===== config.mk =====
export PLATFORM = sky130hd
export DESIGN_NAME = bus_sync_arbiter
export DESIGN_NICKNAME = d
export VERILOG_FILES = /design/src/rtl/bus_sync_arbiter.sv
export SDC_FILE = /design/constraint.sdc
export NUM_CORES = 1
export LEC_CHECK = 0
export BUFFER_PORTS_ARGS = -buffer_cell sky130_fd_sc_hd__buf_2
export CAP_MARGIN = 20
export CELL_PAD_IN_SITES_DETAIL_PLACEMENT = 1
export CELL_PAD_IN_SITES_GLOBAL_PLACEMENT = 1
export CORE_UTILIZATION = 36
export CTS_BUF_LIST = sky130_fd_sc_hd__clkbuf_4 sky130_fd_sc_hd__clkbuf_8
export DETAILED_ROUTE_END_ITERATION = 12
export MAX_ROUTING_LAYER = met4
export PLACE_DENSITY = 0.86
export SLEW_MARGIN = 20
export SYNTH_ARGS = -nofsm -noshare
export SYNTH_HDL_FRONTEND = slang
export SYNTH_SLANG_ARGS = --single-unit

===== constraint.sdc =====
create_clock -name CLK -period 2.6 [get_ports CLK]
set_input_delay 0.52 -clock CLK [delete_from_list [all_inputs] [get_ports CLK]]
set_output_delay 0.52 -clock CLK [all_outputs]
set_load 0.02 [all_outputs]

===== src/rtl/bus_sync_arbiter.sv =====
// ---------------------------------------------------------------------------
// bus_sync_arbiter
//
// Four-way round-robin arbiter that launches one requester's data word onto
// an unsynchronised bus. The launched word then stays stable for a fixed hold
// window so that a downstream multi-flop data synchronizer, enabled by
// bus_enable, can safely capture it in another clock domain.
//
// The FSM has two states. In IDLE a pending request is captured at a rising
// edge. HOLD then lasts HOLD_CYCLES cycles, during which new requests are
// ignored. Requests are level-held by the requesters, so nothing is lost
// while the arbiter is busy.
//
// Parameters
//   BUS_WIDTH   : width of each requester word and of Unsync_bus
//   HOLD_CYCLES : busy cycles after each launch (legal range 2..255)
//
// Ports
//   CLK         : system clock, rising-edge active
//   RST         : asynchronous active-low reset
//   req[3:0]    : level requests, held until acknowledged
//   req_data    : requester i word at [i*BUS_WIDTH +: BUS_WIDTH]
//   ack[3:0]    : one-cycle pulse to the requester whose word was captured
//   Unsync_bus  : registered launched word (data synchronizer input)
//   bus_enable  : one-cycle launch pulse (data synchronizer enable)
//   grant_id    : index of the last granted requester
//   busy        : high while a launch is in its hold window
// ---------------------------------------------------------------------------
module bus_sync_arbiter #(
  parameter int BUS_WIDTH   = 8,
  parameter int HOLD_CYCLES = 4
) (
  input  logic                   CLK,
  input  logic                   RST,
  input  logic [3:0]             req,
  input  logic [4*BUS_WIDTH-1:0] req_data,
  output logic [3:0]             ack,
  output logic [BUS_WIDTH-1:0]   Unsync_bus,
  output logic                   bus_enable,
  output logic [1:0]             grant_id,
  output logic                   busy
);

  // The counter only ever holds values up to HOLD_CYCLES-1.
  localparam int             CNT_W    = (HOLD_CYCLES > 2) ? $clog2(HOLD_CYCLES) : 1;
  localparam logic [CNT_W-1:0] CNT_LOAD = CNT_W'(HOLD_CYCLES - 1);
  localparam logic [CNT_W-1:0] CNT_ONE  = CNT_W'(1);

  typedef enum logic {
    IDLE = 1'b0,
    HOLD = 1'b1
  } state_t;

  state_t               state, state_nx;
  logic [CNT_W-1:0]     cnt, cnt_nx;
  logic [1:0]           last_grant, last_grant_nx;
  logic [1:0]           winner;
  logic [3:0]           ack_nx;
  logic                 bus_enable_nx;
  logic [BUS_WIDTH-1:0] bus_nx;
  logic [1:0]           grant_id_nx;

  // Round-robin search: starts one past the previous winner and wraps.
  // The 2-bit index wraps naturally, so offset 4 folds back onto last.
  function automatic logic [1:0] rr_pick(input logic [3:0] r,
                                         input logic [1:0] last);
    logic [1:0] idx;
    logic [1:0] pick;
    logic       found;
    pick  = last;
    found = 1'b0;
    for (int k = 1; k <= 4; k++) begin
      idx = last + 2'(k);
      if (!found && r[idx]) begin
        pick  = idx;
        found = 1'b1;
      end
    end
    return pick;
  endfunction

  assign winner = rr_pick(req, last_grant);
  assign busy   = (state == HOLD);

  // Next-state and output decode
  always_comb begin
    state_nx      = state;
    cnt_nx        = cnt;
    last_grant_nx = last_grant;
    ack_nx        = 4'b0000;
    bus_enable_nx = 1'b0;
    bus_nx        = Unsync_bus;
    grant_id_nx   = grant_id;
    case (state)
      IDLE: begin
        if (req != 4'b0000) begin
          bus_nx        = req_data[int'(winner)*BUS_WIDTH +: BUS_WIDTH];
          grant_id_nx   = winner;
          last_grant_nx = winner;
          ack_nx        = 4'b0001 << winner;
          bus_enable_nx = 1'b1;
          cnt_nx        = CNT_LOAD;
          state_nx      = HOLD;
        end
      end
      HOLD: begin
        if (cnt == '0) begin
          state_nx = IDLE;
        end else begin
          cnt_nx = cnt - CNT_ONE;
        end
      end
      default: begin
        state_nx = IDLE;
      end
    endcase
  end

  // State and output registers. The launched word is also cleared on reset
  // so that the synchronizer sees a defined value after reset.
  always_ff @(posedge CLK or negedge RST) begin
    if (!RST) begin
      state      <= IDLE;
      cnt        <= '0;
      last_grant <= 2'd3;
      ack        <= 4'b0000;
      bus_enable <= 1'b0;
      Unsync_bus <= '0;
      grant_id   <= 2'd0;
    end else begin
      state      <= state_nx;
      cnt        <= cnt_nx;
      last_grant <= last_grant_nx;
      ack        <= ack_nx;
      bus_enable <= bus_enable_nx;
      Unsync_bus <= bus_nx;
      grant_id   <= grant_id_nx;
    end
  end

endmodule


# Yosys cells after proc, flatten, opt, wreduce, memory -nomap -nowiden

Index checks and enable logic that the tools add are counted.

Register bits: 20
Input bits: 38

Add/sub/neg operators: 4
Magnitude comparators: 4
Eq/ne operators: 2
Shift operators: 2
Multiplexer cells: 24
Bitwise gates (word level): 1
Reduce and logical (&&, ||, !) cells: 10

Operators by type and width:

| kind                                                                         | count |
|---|---|
| 32-bit by 6-bit variable part select with 8-bit output                       | 1 |
| 2-bit by 3-bit less-than comparator with 1-bit output, second input constant | 4 |
| 2-bit 2-to-1 mux                                                             | 6 |
| 1-bit 2-to-1 mux                                                             | 10 |
| 1-bit binary-select mux with 2-bit select                                    | 4 |
| 4-bit 2-to-1 mux                                                             | 2 |
| 2-bit adder, second input constant                                           | 2 |
| 2-bit != test, second input constant                                         | 2 |
| 2-bit case mux with 2 select lines                                           | 1 |
| 2-bit AND reduction                                                          | 2 |
| 4-bit nonzero test                                                           | 1 |
| 1-bit by 2-bit << shifter with 4-bit output, first input constant            | 1 |
| 1-bit logical AND                                                            | 3 |
| 1-bit logical NOT                                                            | 3 |
| 2-bit by 1-bit adder with 2-bit output, second input constant                | 1 |
| 2-bit logical NOT                                                            | 1 |
| 1-bit case mux with 2 select lines                                           | 1 |
| 2-bit by 1-bit subtractor with 2-bit output, second input constant           | 1 |
| 1-bit inverter                                                               | 1 |

# Longest topological paths before layout

Gate-level depths: netlist of run 1.

Depth in word-level cells: 16
Mapped depth: 6

# Worst setup path before layout of run 1

Ideal clock, no wire load.

Kind: input port to flip-flop
Start: input port req[2]
End: register Unsync_bus[0]
Data arrival time: 1.816 ns
Slack: 0.661 ns
Cell stages on the path: 6
Path buffers: 1
Path through: o21ai_0 -> a21oi_1 -> or4b_4 -> buf_6 -> a211o_1 -> o221a_2

Cells in the longest elaborated chain, start to end: 13
Elaborated cells on any way between the ends: 24
Classes of those cells: shift (1); mux (15); reduce/logical (8)

RTL lines:

| item                                                   | line | RTL |
|---|---|---|
| start: declaration                                     | 35   | `input logic [3:0] req,` |
| 1-bit binary-select mux with 2-bit select              | 74   | `if (!found && r[idx]) begin` |
| 1-bit 2-to-1 mux (not written as such)                 | 74   |  |
| 1-bit 2-to-1 mux                                       | 74   |  |
| 1-bit logical NOT                                      | 74   |  |
| 1-bit logical AND                                      | 74   |  |
| 1-bit 2-to-1 mux                                       | 74   |  |
| 1-bit logical NOT                                      | 74   |  |
| 1-bit logical AND                                      | 74   |  |
| 1-bit 2-to-1 mux                                       | 74   |  |
| 1-bit logical NOT                                      | 74   |  |
| 1-bit logical AND                                      | 74   |  |
| 2-bit 2-to-1 mux                                       | 74   |  |
| 32-bit by 6-bit variable part select with 8-bit output | 97   | `bus_nx = req_data[int'(winner)*BUS_WIDTH +: BUS_WIDTH];` |
| end signal: assignment                                 | 136  | `Unsync_bus <= bus_nx;` |
| end: declaration                                       | 38   | `output logic [BUS_WIDTH-1:0] Unsync_bus,` |

Several ways; a longest one is shown, not always the timed one. The select of a mux whose other input is x is not followed.
A chain may end at the register's enable or synchronous reset.

# Final worst setup path of run 1

Start: register last_grant[0]
End: register Unsync_bus[4]

Cells in the longest elaborated chain, start to end: 14
Elaborated cells on any way between the ends: 25
Classes of those cells: add/sub (3); shift (1); mux (15); reduce/logical (6)

RTL lines:

| item                                                       | line | RTL |
|---|---|---|
| start: declaration                                         | 56   | `logic [1:0] last_grant, last_grant_nx;` |
| start signal: assignment                                   | 133  | `last_grant <= last_grant_nx;` |
| 2-bit by 1-bit adder with 2-bit output                     | 73   | `idx = last + 2'(k);` |
| 1-bit binary-select mux with 2-bit select                  | 74   |  |
| 1-bit 2-to-1 mux (not written as such)                     | 74   |  |
| 1-bit 2-to-1 mux                                           | 74   |  |
| 1-bit logical NOT                                          | 74   |  |
| 1-bit logical AND                                          | 74   |  |
| 1-bit 2-to-1 mux                                           | 74   |  |
| 1-bit logical NOT                                          | 74   |  |
| 1-bit logical AND                                          | 74   |  |
| 1-bit 2-to-1 mux                                           | 74   |  |
| 1-bit logical NOT                                          | 74   |  |
| 1-bit logical AND                                          | 74   |  |
| 2-bit 2-to-1 mux (*)                                       | 74   |  |
| 32-bit by 6-bit variable part select with 8-bit output (*) | 97   |  |

Every way passes the cells marked *; elsewhere a longest branch is shown, timed or not. The select of a mux whose other input is x is not followed.

==> metrics.md, run 1 <==
| Metric | Value |
|---|---|
| Fraction of layout cells with a size suffix above 1 | `0.551` |
| Flop pwr share | `0.314` |
| Post-route clock period utilization | `0.862` |
| Detailed-route DRC error count | `0` |
| Yosys cell types | `31` |
| Clock Path Buffers | `2` |
| I/O pin cnt | `54` |
| Starting Density | `0.380` |
| DRT Wirelength | `3.23 mm` |
| Synth-to-layout area growth | `29.8%` |
| Worst slew pin tran | `0.802 ns` |
| HPWL Detailed | `2.40 mm` |
| Largest net degree at the start of global routing | `21` |
| Clk_lat worst skew | `0.30 ns` |
| Outcome | `complete, no violations` |
| Hold WC Path Type | `in2async` |
| Post-DP Area | `0.00147 mm^2` |
| Cells after synthesis | `102` |
| Clk pwr share | `0.141` |
| DRT iter0 DRCs | `22` |
| Cts repair resizes | `0` |
| Die area | `0.00348 mm^2` |
| Port buffer count | `53` |
| CTS tree | `built` |
| Pint | `1.05 mW` |
| Endpoints failing hold | `0` |
| Final Power | `1.79 mW` |
| Hold Slack | `0.155 ns` |
| Fin. max-slew vios | `0` |
| Die Width | `59.0 um` |
| Crit path launch type | `flop` |
| Detailed-route via count | `1,051` |
| Core ar. | `0.00308 mm^2` |
| GRT Total Usage | `0.215` |
| Peak Freq | `446 MHz` |
| Max-Cap Viols | `0` |
| Cell Area, Synth | `0.00117 mm^2` |
| Switching pwr | `733 uW` |
| Post-route cell area | `0.00152 mm^2` |
| Row Count | `20` |
| Final net count | `196` |
| FF+latch count, synth | `20` |
| Setup TNS | `0 ns` |
| Number of antenna violations at the first check in global routing | `0` |
| Worst EP required | `2.80 ns` |
| Register area share after synthesis | `0.430` |
| Synthesized net count | `141` |
| CP Data Arrival Time | `2.44 ns` |
| Die Ht | `59.0 um` |
| DRT antenna net count | `0` |
| Setup Crit Path Kind | `reg2reg` |
| CTS Buf Count | `3` |
| Clock skew | `0.00179 ns` |
| Slew HR | `0.462` |
| Final Wtd Congestion | `0.752` |
| # clock sinks | `20` |
| Tmin final | `2.24 ns` |
| Switch share | `0.410` |
| First-pass GRT wire length | `5.29 mm` |
| CTS clk-pin slew, worst paths | `0.11 ns` |
| CTS Root Cell | `clkbuf_4` |
| Vias in the first global route | `1,127` |
| Worst-path fanout max | `12` |
| Leak Pwr | `0.741 nW` |
| Worst setup EP type | `flop` |
| Final setup fails | `0` |
| DR WL/cell | `16.1 um` |
| Combinational share of power | `0.545` |
| Synth Warn # | `0` |
| Vias per cell | `5.26` |
| Global route total overflow | `0` |
| Cell area power density | `1180 mW/mm^2` |
| Unrepaired setup endpoints after global routing | `false` |
| Drt first pass iters | `4` |
| Antenna Cells | `0` |
| CTS Hold Bufs | `0` |
| Post-CTS setup buffers | `0` |
| Maximum VDD drop | `0.411 mV` |
| CTS HTree Levels | `1` |
| Post-Syn Area per Cell | `11.5 um^2` |
-- final timing paths --
| kind | start | end | slack (ns) | depth (start not counted) |
|---|---|---|---|---|
| worst max-delay path | last_grant[0] | Unsync_bus[4] | 0.36 | 5 |
| worst min-delay path | RST | Unsync_bus[7] | 0.16 | 1 |
| worst max register to register | last_grant[0] | Unsync_bus[4] | 0.36 | 5 |
| worst min register to register | cnt[1] | cnt[1] | 0.50 | 1 |
| max in group asynchronous | RST | last_grant[0] | 2.10 | 1 |
| min in group CLK | cnt[1] | cnt[1] | 0.50 | 1 |
-- through the flow --
step | instances | worst slack, ns | util
floorplan | 102 | 0.661 | -
global placement | 196 | 0.333 | 0.476
detailed placement | 196 | 0.274 | 0.476
CTS | 200 | 0.351 | 0.493
global route | 200 | 0.262 | 0.493
finish | 200 | 0.358 | 0.493
-- critical path: stages (launching register included) --
cell      delay (ns)
dfstp_2         0.59
nand3b_4        0.21
inv_2           0.09
nor3_4          0.61
mux2_2          0.41
o221a_2         0.23
-- cell families (layout without fill, tap and decap cells) --
logic type                 Yosys count  count (layout)  synth area share
xor gates and xnor gates             1               1           0.00749
DFF                                 20              20             0.430
buffers and inverters                7              61            0.0364
adders and majority gates            1               1            0.0107
and+or+nand+nor                     36              36             0.191
muxes                                8               8            0.0963
AOI/OAI and AO/OA                   29              29             0.228
-- placed cells by master (no fill, tap or decap), drive strengths merged, types with 2 or more instances in the layout --
cell type and n:
a211o 9, a21oi 5, buf 54, clkbuf 3
dfrtp 18, dfstp 2, inv 3, mux2 8
nand2 8, nand2b 3, nor2 8, nor3 9
o21a 2, o21ai 3, o221a 8, or2b 3
-- state kept, by name, summed over array words and instances (netlist names) --
signal / count
bus_enable: 1
grant_id: 2
busy: 1
Unsync_bus: 8
cnt: 2
ack: 4
last_grant: 2
-- synthesized netlist by cell type --
cell       n  area (um^2)
ha_1       1         12.5
nor2_1     7         26.3
nand3b_4   1         20.0
inv_1      2         7.51
a21oi_4    1         16.3
xnor2_1    1         8.76
inv_2      1         3.75
o21a_1     2         15.0
buf_2      1         5.00
nand2b_1   3         18.8
dfrtp_1   18          450
nor2_4     1         11.3
o221a_2    8         90.1
o21ai_0    3         15.0
a211o_1    9         78.8
nor3_4     1         16.3
nor3_1     8         40.0
or2b_1     3         22.5
nand2_1    8         30.0
a21oi_1    4         20.0
o31ai_2    1         12.5
dfstp_2    2         52.6
or2_2      1         6.26
clkbuf_1   1         3.75
buf_6      2         22.5
mux2_2     2         22.5
or4b_4     1         13.8
mux2_4     6         90.1
nor4_2     1         12.5
or3_1      1         6.26
a21boi_4   1         18.8
-- final cells by class --
| class | instances | area, um^2 |
|---|---|---|
| clock buffers | 3 | 22.5 |
| clock inverters | 1 | 30.0 |
| fillers | 360 | 1560 |
| inverters | 3 | 11.3 |
| multi-input cells | 75 | 624 |
| flip-flops and latches | 20 | 503 |
| well taps | 44 | 55.1 |
| repair buffers | 54 | 273 |
-- metal layers --
| metal | vias up | global-route usage | share of wire |
|---|---|---|---|
| li1 | 487 | - | - |
| met5 | - | - | 0 |
| met3 | 8 | 0.0240 | 0.047 |
| met1 | 509 | 0.262 | 0.43 |
| met2 | 47 | 0.364 | 0.51 |
| met4 | 0 | 0.0850 | 0.020 |
-- power groups by stage --
stage          clock (mW)  sequential, mW  combinational [mW]
2_1_floorplan           0           0.678               0.603
6_report            0.253           0.561               0.975
4_1_cts             0.260           0.561               0.986
3_5_place_dp            0           0.564               0.980
5_1_grt             0.271           0.578                1.06
3_3_place_gp            0           0.556               0.933
Note: power is estimated with default switching activity, not from simulation.
==> inputs of run 2 (changes only) <==
- CELL_PAD_IN_SITES_DETAIL_PLACEMENT: 1 -> not set
- CELL_PAD_IN_SITES_GLOBAL_PLACEMENT: 1 -> not set
- CORE_UTILIZATION: 36 -> 48
==> metrics.md, run 2 (synthesis results as in run 1) <==
| Metric | Value |
|---|---|
| Starting Density | `0.519` |
| CP Data Arrival Time | `2.40 ns` |
| Most frequent cells in the layout | `buf_2, dfrtp_1, a211o_1` |
| CTS HTree Levels | `1` |
| Vias in the first global route | `1,046` |
| DRT iter0 DRCs | `25` |
| Met2 GRT Util | `0.372` |
| CTS Hold Bufs | `0` |
| Cell area power density | `1140 mW/mm^2` |
| Detailed-route DRC error count | `0` |
| HPWL Detailed | `2.03 mm` |
| Die Width | `51.4 um` |
| DRT antenna net count | `0` |
| Met3 Use GR | `0.0387` |
| Synth-to-layout area growth | `26.7%` |
| Final setup fails | `0` |
| Antenna Cells | `0` |
| Met1 Use GR | `0.313` |
| CTS clk-pin slew, worst paths | `0.12 ns` |
| FF-to-FF setup slack | `0.40 ns` |
| Fin. max-slew vios | `0` |
| Hold WC Path Type | `in2async` |
| Clock skew | `0.00304 ns` |
| Number of antenna violations at the first check in global routing | `0` |
| Leak Pwr | `0.734 nW` |
| Core ar. | `0.00225 mm^2` |
| Die Ht | `51.4 um` |
| Peak Freq | `455 MHz` |
| Family with the most delay on the worst path | `simple AND/OR/NAND/NOR gates` |
| Largest reg by FF count | `Unsync_bus` |
| Commonest non-fill, non-tap cell in the layout | `buf_2` |
| Largest net degree at the start of global routing | `21` |
| Port buffer count | `53` |
| Worst EP required | `2.80 ns` |
| GRT Total Usage | `0.238` |
| Reg2reg path depth | `5` |
| Cts repair resizes | `0` |
| Post-route clock period utilization | `0.845` |
| CTS Root Cell | `clkbuf_4` |
| RR Startpoint | `last_grant[0]` |
| First-pass GRT wire length | `4.55 mm` |
| Worst slew pin tran | `0.762 ns` |
| Unrepaired setup endpoints after global routing | `false` |
| Die area | `0.00264 mm^2` |
| Post-DP Area | `0.00145 mm^2` |
| Final net count | `196` |
| Worst setup EP type | `flop` |
| Post-route cell area | `0.00148 mm^2` |
| Global route total overflow | `0` |
| Outcome | `complete, no violations` |
| Post-CTS setup buffers | `0` |
| Setup crit end | `Unsync_bus[3]` |
| Clk_lat worst skew | `0.30 ns` |
| Setup TNS | `0 ns` |
| Vias per cell | `5.52` |
| I/O pin cnt | `54` |
| Maximum VDD drop | `0.631 mV` |
| GRT Max-Usage Layer | `met2` |
| DRT Wirelength | `2.67 mm` |
| Max-Cap Viols | `0` |
| Crit path launch | `last_grant[0]` |
| Crit-path cells | `nand3b_4, inv_2, nor3_4, mux2_2, o221a_2` |
| Reg-to-reg endpoint | `Unsync_bus[3]` |
| CTS tree | `built` |
| Endpoints failing hold | `0` |
| Clock Path Buffers | `2` |
| Final Wtd Congestion | `0.800` |
| Detailed-route via count | `1,015` |
| Slowest CP cell | `dfstp_2` |
| Slew HR | `0.489` |
| Tmin final | `2.20 ns` |
| Biggest registers after layout | `Unsync_bus: 8 flops, ack: 4 flops` |
| Row Count | `17` |
| Worst path depth | `5` |
| DR WL/cell | `14.5 um` |
| Setup Crit Path Kind | `reg2reg` |
| Fraction of layout cells with a size suffix above 1 | `0.551` |
| Max reg flops | `8` |
| Crit path launch type | `flop` |
| CP max stage delay | `0.60 ns` |
| Drt first pass iters | `4` |
| # clock sinks | `20` |
| Worst-path fanout max | `12` |
| Critical path buffer and inverter count | `1` |
| CTS Buf Count | `3` |
[run 2: cell count changes in the layout (fill, tap and decap cells not counted), sizes merged]
cell,previous run,this run
bufinv,1,0
clkbuf,3,4
[run 2: cell type report]
cell class | count | area, um^2
Clock buffer | 4 | 36.3
Fill cell | 185 | 772
Inverter | 3 | 11.3
Multi-Input combinational cell | 75 | 624
Sequential cell | 20 | 503
Tap cell | 28 | 35.0
Timing Repair Buffer | 54 | 273
[run 2: per-layer routing]
layer	vias up	routed length, um
met2	47	1300
met1	475	1190
met5	-	0
met3	2	153
met4	0	23
li1	491	-
[run 2: through the flow]
step | power (mW) | util | setup WS [ns] | hold slack [ns] | cells
detailed placement | 1.52 | 0.642 | 0.295 | 0.478 | 180
CTS | 1.70 | 0.658 | 0.381 | 0.148 | 184
finish | 1.69 | 0.658 | 0.403 | 0.136 | 184
floorplan | 1.28 | - | 0.661 | 0.224 | 102
global placement | 1.47 | 0.642 | 0.356 | 0.469 | 180
global route | 1.81 | 0.658 | 0.266 | 0.152 | 184
[run 2: how the worst min path moves through the flow]
stage | from | end | cells after the start
floorplan | RST | Unsync_bus[0] | 0
global placement | cnt[1] | cnt[1] | 1
detailed placement | cnt[1] | cnt[1] | 1
CTS | RST | grant_id[1] | 1
global route | RST | cnt[1] | 1
finish | RST | cnt[1] | 1
[run 2: report_power, final]
group          internal (mW)  switching [mW]  total [mW]
logic                  0.435           0.516       0.951
registers              0.463          0.0910       0.554
clock network         0.0855          0.0995       0.185
total                  0.984           0.706        1.69
[run 2: worst reg2reg max path: cells and delay by family (launching register included)]
kind            cells  cell delay (ns)
mux                 1             0.41
buf+inv             1             0.08
flops               1             0.60
compound gates      1             0.23
simple gates        2             0.77
==> inputs of run 3 (changes only) <==
- clock period: 2.6 -> 2.2 ns (I/O delays scaled with it)
==> metrics.md, run 3 (synthesis results as in run 1) <==
| Metric | Value |
|---|---|
| Detailed-route DRC error count | `0` |
| Biggest registers after layout | `Unsync_bus: 8 flops, ack: 4 flops` |
| Hold Slack | `0.0571 ns` |
| HPWL Detailed | `2.02 mm` |
| FF-to-FF setup slack | `0.22 ns` |
| Largest net degree at the start of global routing | `21` |
| CTS tree | `built` |
| Core ar. | `0.00225 mm^2` |
| Fillers | `187` |
| Synth-to-layout area growth | `29.9%` |
| Port buffer count | `53` |
| Peak Freq | `506 MHz` |
| Outcome | `complete, no violations` |
| Most frequent cells in the layout | `buf_2, dfrtp_1, a211o_1` |
| Max reg flops | `8` |
| Final setup fails | `0` |
| Starting Density | `0.519` |
| Fraction of layout cells with a size suffix above 1 | `0.565` |
| Post-route clock period utilization | `0.898` |
| Crit path launch type | `flop` |
| DRT iter0 DRCs | `21` |
| Worst-path fanout max | `9` |
| Clk_lat worst skew | `0.30 ns` |
| Clock Path Buffers | `2` |
| Antenna Cells | `0` |
| Final Wtd Congestion | `0.819` |
| Setup Crit Path Kind | `reg2reg` |
| Commonest non-fill, non-tap cell in the layout | `buf_2` |
| Worst EP required | `2.40 ns` |
| Reg2reg path depth | `6` |
| Drt first pass iters | `4` |
| Die area | `0.00264 mm^2` |
| Cell area power density | `1340 mW/mm^2` |
| Vias in the first global route | `957` |
| Maximum VDD drop | `0.753 mV` |
| CTS HTree Levels | `1` |
| Post-DP Area | `0.00147 mm^2` |
| CP Data Arrival Time | `2.17 ns` |
| Cts repair resizes | `0` |
| DRT antenna net count | `0` |
| Leak Pwr | `0.759 nW` |
| Hold WC Path Type | `in2async` |
| Endpoints failing hold | `0` |
| Worst slew pin tran | `0.760 ns` |
| Final Power | `2.04 mW` |
| First-pass GRT wire length | `4.23 mm` |
| CTS Buf Count | `3` |
| Reg-to-reg endpoint | `Unsync_bus[6]` |
| CTS Root Cell | `clkbuf_4` |
| Fin. max-slew vios | `0` |
| Global route total overflow | `0` |
| Final net count | `201` |
| DR WL/cell | `14.4 um` |
| Number of antenna violations at the first check in global routing | `0` |
| Die Width | `51.4 um` |
| I/O pin cnt | `54` |
| Unrepaired setup endpoints after global routing | `false` |
| GRT Total Usage | `0.225` |
| Fin util | `0.674` |
| CTS clk-pin slew, worst paths | `0.11 ns` |
| Setup TNS | `0 ns` |
| # clock sinks | `20` |
| Row Count | `17` |
| Max-Cap Viols | `0` |
| Tmin final | `1.98 ns` |
| Worst setup EP type | `flop` |
| Detailed-route via count | `1,049` |
| Die Ht | `51.4 um` |
| Clock skew | `0.00263 ns` |
| Final Worst Setup Slack | `0.225 ns` |
| RR Startpoint | `last_grant[1]` |
| Post-route cell area | `0.00152 mm^2` |
| Finished Layout Cells | `189` |
| Inst Count DP | `183` |
| DRT Wirelength | `2.73 mm` |
| Pre-CTS WS | `-0.00683 ns` |
| Largest reg by FF count | `Unsync_bus` |
| Vias per cell | `5.55` |
| Slew HR | `0.491` |
run 3: cell types whose count changed in the layout (fill, tap and decap cells not counted):
cell	delta
buf_4	+5
run 3: layer usage:
layer / up-vias / track usage / wire [um]
li1: 504 / - / -
met3: 2 / 0.0268 / 157
met5: - / - / 0
met2: 42 / 0.364 / 1400
met1: 501 / 0.292 / 1160
met4: 0 / 0.0811 / 13
run 3: area by class of cell:
type                            count  area [um^2]  share of cell area
Inverter                            3         11.3             0.00741
Multi-Input combinational cell     75          624               0.411
Clock buffer                        4         36.3              0.0239
Sequential cell                    20          503               0.331
Tap cell                           28         35.0              0.0230
Timing Repair Buffer               59          310               0.204
run 3: what timing repair did:
item	CTS	global route
hold buffers	0	0
setup buffers	0	2
setup endpoints to repair	0	3
run 3: report_power, final:
group / switching, mW / internal [mW] / leakage, nW
sequential: 0.106 / 0.547 / 0.231
clock: 0.115 / 0.101 / 0.0210
combinational: 0.620 / 0.553 / 0.506
run 3: worst max-delay path, stage by stage (launching register included):
cell,delay (ns)
dfstp_2,0.60
or2b_1,0.29
a21boi_4,0.19
nor3_4,0.06
buf_4,0.19
mux2_4,0.30
o221a_2,0.23
run 3: how the worst max path moves through the flow:
stage	from	to	slack (ns)	cells after the start
final	last_grant[1]	Unsync_bus[6]	0.22	6
after global routing	last_grant[1]	Unsync_bus[4]	0.17	5
after CTS	last_grant[1]	Unsync_bus[4]	0.03	5
after detailed placement	req[3]	Unsync_bus[4]	-0.007	6
after global placement	req[3]	Unsync_bus[3]	0.05	6
after floorplan	last_grant[0]	Unsync_bus[0]	0.27	6
